$ cat src/rtl/vga_timing_core.sv
// Free-running VGA raster generator: sync pulses, visible window, beam
// coordinates, completed-frame counter and single-cycle line/frame/vblank strobes.
module vga_timing_core #(
    parameter int unsigned H_DISPLAY   = 640,
    parameter int unsigned H_FRONT     = 16,
    parameter int unsigned H_SYNC      = 96,
    parameter int unsigned H_BACK      = 48,
    parameter int unsigned V_DISPLAY   = 480,
    parameter int unsigned V_FRONT     = 10,
    parameter int unsigned V_SYNC      = 2,
    parameter int unsigned V_BACK      = 33,
    parameter bit          SYNC_ACTIVE = 1'b0
) (
    input  logic        clk,
    input  logic        reset,
    input  logic        ce,
    output logic        hsync,
    output logic        vsync,
    output logic        display_on,
    output logic [9:0]  hpos,
    output logic [9:0]  vpos,
    output logic [15:0] frame_cnt,
    output logic        line_start,
    output logic        frame_start,
    output logic        vblank_start
);

    localparam int unsigned H_TOTAL    = H_DISPLAY + H_FRONT + H_SYNC + H_BACK;
    localparam int unsigned V_TOTAL    = V_DISPLAY + V_FRONT + V_SYNC + V_BACK;
    localparam int unsigned H_SYNC_BEG = H_DISPLAY + H_FRONT;
    localparam int unsigned H_SYNC_END = H_SYNC_BEG + H_SYNC;
    localparam int unsigned V_SYNC_BEG = V_DISPLAY + V_FRONT;
    localparam int unsigned V_SYNC_END = V_SYNC_BEG + V_SYNC;

    // Coordinates are 10 bits wide, so the raster must fit in 1024x1024.
    if (H_TOTAL > 1024 || V_TOTAL > 1024) begin : g_bad_totals
        $error("vga_timing_core: H_TOTAL or V_TOTAL exceeds 1024");
    end

    logic       h_wrap;
    logic       v_wrap;
    logic       vblank_load;
    logic [9:0] h_next;
    logic [9:0] v_next;
    logic       hsync_next;
    logic       vsync_next;
    logic       display_next;

    // Next beam position and the outputs describing it, so registered
    // outputs line up with the coordinates loaded on the same edge.
    always_comb begin
        h_wrap       = (hpos == 10'(H_TOTAL - 1));
        v_wrap       = (vpos == 10'(V_TOTAL - 1));
        h_next       = h_wrap ? 10'd0 : hpos + 10'd1;
        v_next       = vpos;
        if (h_wrap) begin
            v_next = v_wrap ? 10'd0 : vpos + 10'd1;
        end
        vblank_load  = h_wrap && (v_next == 10'(V_DISPLAY));
        hsync_next   = (32'(h_next) >= H_SYNC_BEG && 32'(h_next) < H_SYNC_END)
                       ? SYNC_ACTIVE : ~SYNC_ACTIVE;
        vsync_next   = (32'(v_next) >= V_SYNC_BEG && 32'(v_next) < V_SYNC_END)
                       ? SYNC_ACTIVE : ~SYNC_ACTIVE;
        display_next = (32'(h_next) < H_DISPLAY) && (32'(v_next) < V_DISPLAY);
    end

    // Reset parks the beam on the last pixel so the first advance lands on (0,0).
    always_ff @(posedge clk or posedge reset) begin
        if (reset) begin
            hpos         <= 10'(H_TOTAL - 1);
            vpos         <= 10'(V_TOTAL - 1);
            hsync        <= ~SYNC_ACTIVE;
            vsync        <= ~SYNC_ACTIVE;
            display_on   <= 1'b0;
            frame_cnt    <= 16'd0;
            line_start   <= 1'b0;
            frame_start  <= 1'b0;
            vblank_start <= 1'b0;
        end else begin
            // Strobes update every clk so they never stretch across a stall.
            line_start   <= ce && h_wrap;
            frame_start  <= ce && h_wrap && v_wrap;
            vblank_start <= ce && vblank_load;
            if (ce) begin
                hpos       <= h_next;
                vpos       <= v_next;
                hsync      <= hsync_next;
                vsync      <= vsync_next;
                display_on <= display_next;
                if (vblank_load) begin
                    frame_cnt <= frame_cnt + 16'd1;
                end
            end
        end
    end

endmodule

$ cat config.mk
export PLATFORM = sky130hd
export DESIGN_NAME = vga_timing_core
export DESIGN_NICKNAME = d
export VERILOG_FILES = /design/src/rtl/vga_timing_core.sv
export SDC_FILE = /design/constraint.sdc
export NUM_CORES = 1
export LEC_CHECK = 0
export CAP_MARGIN = 5
export CORE_MARGIN = 10
export CORE_UTILIZATION = 42
export DETAILED_ROUTE_END_ITERATION = 10
export PLACE_DENSITY = 0.63
export RECOVER_POWER = 25
export SLEW_MARGIN = 25
export SYNTH_ARGS = -nofsm -noshare
export SYNTH_HDL_FRONTEND = slang
export SYNTH_SLANG_ARGS = --single-unit
export TNS_END_PERCENT = 5
$ cat constraint.sdc
create_clock -name clk -period 6.1 [get_ports clk]
set_input_delay 0.61 -clock clk [delete_from_list [all_inputs] [get_ports clk]]
set_output_delay 0.61 -clock clk [all_outputs]
set_load 0.01 [all_outputs]
==> out/qor.yml <==
grt_max_degree: 43
dpl_cell_area_um2: 2796
syn_area_um2: 2311
powerDensity_nw_per_um2: 233.9
hp-class: "register to register"
htree_levels: 2
synth_seq_cells: 42
worst_path_max_delay_cell: "clkdlybuf4s50_1"
holdBufCountCts: 0
required_ps: 6280
reg2reg_from: "hpos[0]"
grt.total_usage_pct: 12.39
ys.flop_type: "dfrtp_1"
n_antenna_cell: 0
synthSimpleGateAreaFrac_pct: 23.98
yosysWarnings: 0
synth_top_area_share_pct: 32.49
dp_hpwl_um: 3753
cts_root_buf: "clkbuf_8"
synth_area_leaders: "dfrtp_1, dfstp_2, xnor2_1, nand2_1, nand3_1"
grt_pass1_wl_um: 9232
viasPerCell: 5.335
cts_buffers: 5
initial_core_util_pct: 44.40
clockBufferDepth: 2
cap_violations: 1
cts_tree: "yes"
ir_drop_mv: 0.2320
antenna_left: 0
vias: 1894
drt-initial-drc-count: 96
yosys.cell_count.top_type: "dfrtp_1"
final_cell_count_no_fill: 355
crit_fanout: 20
finalCritPeriodShare_pct: 52.13
place_inst: 347
skew_ps: 4.930
total_power_mw: 0.6763
slew_violations: 43
status: "finished, violations left"
rows: 26
netlist_top_cells_count: "dfrtp_1, nand2_1, nand3_1, xnor2_1, nor2_1"
fin_ws_ps: 2920
antenna_found_initial: 0
synth.mux.area_fraction_pct: 3.790
tns_ps: 0
cts.repair.resized: 0
arrival_ps: 3360
end_kind: "register"
hold_violations: 0
max_freq_ghz: 0.3145
synth_fa_ha_area_share_pct: 2.707
rsz0062_at_grt: "no"
ios: 45
synth_edf_count: 0
post-place-ws_ps: 2330
ys_types: 44
leakage_nw: 1.175
synth-async-reset-ratio_pct: 100.0
drt-pass1-iter-count: 4
setup_viol: 0
ys_seq_area_share_pct: 46.13
crit_family: "simple AND/OR/NAND/NOR gates"
clock_latency_ps: 290
slowest_delay_ps: 910
relSlewSlack_pct: -45.49
synth-xor-area-share_pct: 9.475
overflow: 0
chipWidth_um: 94.18
port_buffers: 44
path_clk_slew_ps: 70
synthCells: 243
path_cells: "clkdlybuf4s50_1 > nand4_1 > a21oi_4 > nand3_1 > nor4_4 > mux2_2"
clock-sinks: 42
worst-path-buf-inv: 1
fp.coreArea_um2: 5205
synth_top_area_cell: "dfrtp_1"
area.growth.synth_to_final_pct: 25.12
syn_nets: 251
die_h_um: 94.18
post-cts-setup-buffers: 0
drc: 0
synth_compound_area_share_pct: 10.45
hp-start: "frame_cnt[15]"
grt_pass1_vias: 1922
syn_area_per_cell_um2: 9.510
worstSetupPathType: "input port to register"
die-area_um2: 8869
wl_per_cell_um: 14.72
final_cell_area_um2: 2892
wl_um: 5226
cp-start-kind: "input port"
violations: "capacitance limit, slew limit"
drive_above_1_share_pct: 9.474
nNetsFinal: 292
fin_crit_ps: 3180
gp_congestion: 0.8275
synth_top_family_by_area: "simple AND/OR/NAND/NOR gates"
critical_path.startpoint: "ce"
fillers: 490
tightest_slew_ps: 2182
-- area by class of cell --
| type | instances | area, um2 | share of cell area [%] |
|---|---|---|---|
| Clock buffer | 8 | 90.09 | 3.116 |
| Timing Repair Buffer | 45 | 444.2 | 15.36 |
| Multi-Input combinational cell | 182 | 1174 | 40.59 |
| Inverter | 8 | 30.03 | 1.039 |
| Tap cell | 70 | 87.58 | 3.029 |
| Sequential cell | 42 | 1066 | 36.87 |
-- metrics by stage --
stage | utilization [%] | hold WS (ps)
6_report | 55.55 | 471.3
3_3_place_gp | 53.73 | 459.9
5_1_grt | 55.55 | 504.9
2_1_floorplan | - | 490.7
4_1_cts | 55.46 | 478.4
3_5_place_dp | 53.73 | 468.0
-- routing by layer --
metal / up-vias / routed length [um] / track usage [%]
met1: 888 / 2439 / 16.13
li1: 946 / - / -
met4: 0 / 50 / 4.051
met3: 7 / 445 / 4.317
met5: - / 0 / 0
met2: 53 / 2290 / 18.59
-- cells by family (layout without fill, tap and decap cells) --
| kind of cell | count (synthesis) | after routing |
|---|---|---|
| buffers and inverters | 19 | 61 |
| AO/OA/AOI/OAI | 37 | 37 |
| flip-flops | 42 | 42 |
| XOR/XNOR | 25 | 25 |
| adder cells (fa/ha/maj) | 5 | 5 |
| multiplexers | 8 | 8 |
| AND/OR/NAND/NOR | 107 | 107 |
-- power breakdown --
group	leakage [nW]	switching (mW)	total [mW]	internal, mW
Combinational	0.599	0.0611	0.138	0.0771
Clock	0.0455	0.0919	0.184	0.0924
Sequential	0.530	0.0388	0.354	0.315
-- final timing paths --
check / to / slack, ps / cells past startpoint
setup / recovery: frame_cnt[1] / 2920 / 6
max in group asynchronous: frame_cnt[2] / 3300 / 3
min in group asynchronous: frame_cnt[12] / 1560 / 3
hold reg to reg: frame_cnt[15] / 470 / 1
setup reg to reg: frame_cnt[1] / 2960 / 7
hold / removal: frame_cnt[15] / 470 / 1
-- cell usage in the layout, fill, tap and decap left out, drive strengths merged, types with 12 or more instances in the layout --
| cell | count |
|---|---|
| dfrtp | 30 |
| nand2 | 27 |
| dfstp | 12 |
| nand3 | 20 |
| clkdlybuf4s50 | 43 |
| nor2 | 17 |
| o21ai | 12 |
| xnor2 | 20 |
-- worst register-to-register path: stages, from the launching register on --
cell	delay, ps
dfstp_2	590
ha_1	220
and4_1	350
and3_1	460
o21a_1	210
mux2i_1	200
nor4_4	590
mux2_2	400
-- sequential cells by signal (all words and copies together), names as in the netlist --
| register | cells |
|---|---|
| vsync | 1 |
| vblank_start | 1 |
| line_start | 1 |
| hpos | 10 |
| hsync | 1 |
| display_on | 1 |
| frame_cnt | 16 |
| vpos | 10 |
| frame_start | 1 |
Note: power is estimated with default switching activity, not from simulation.
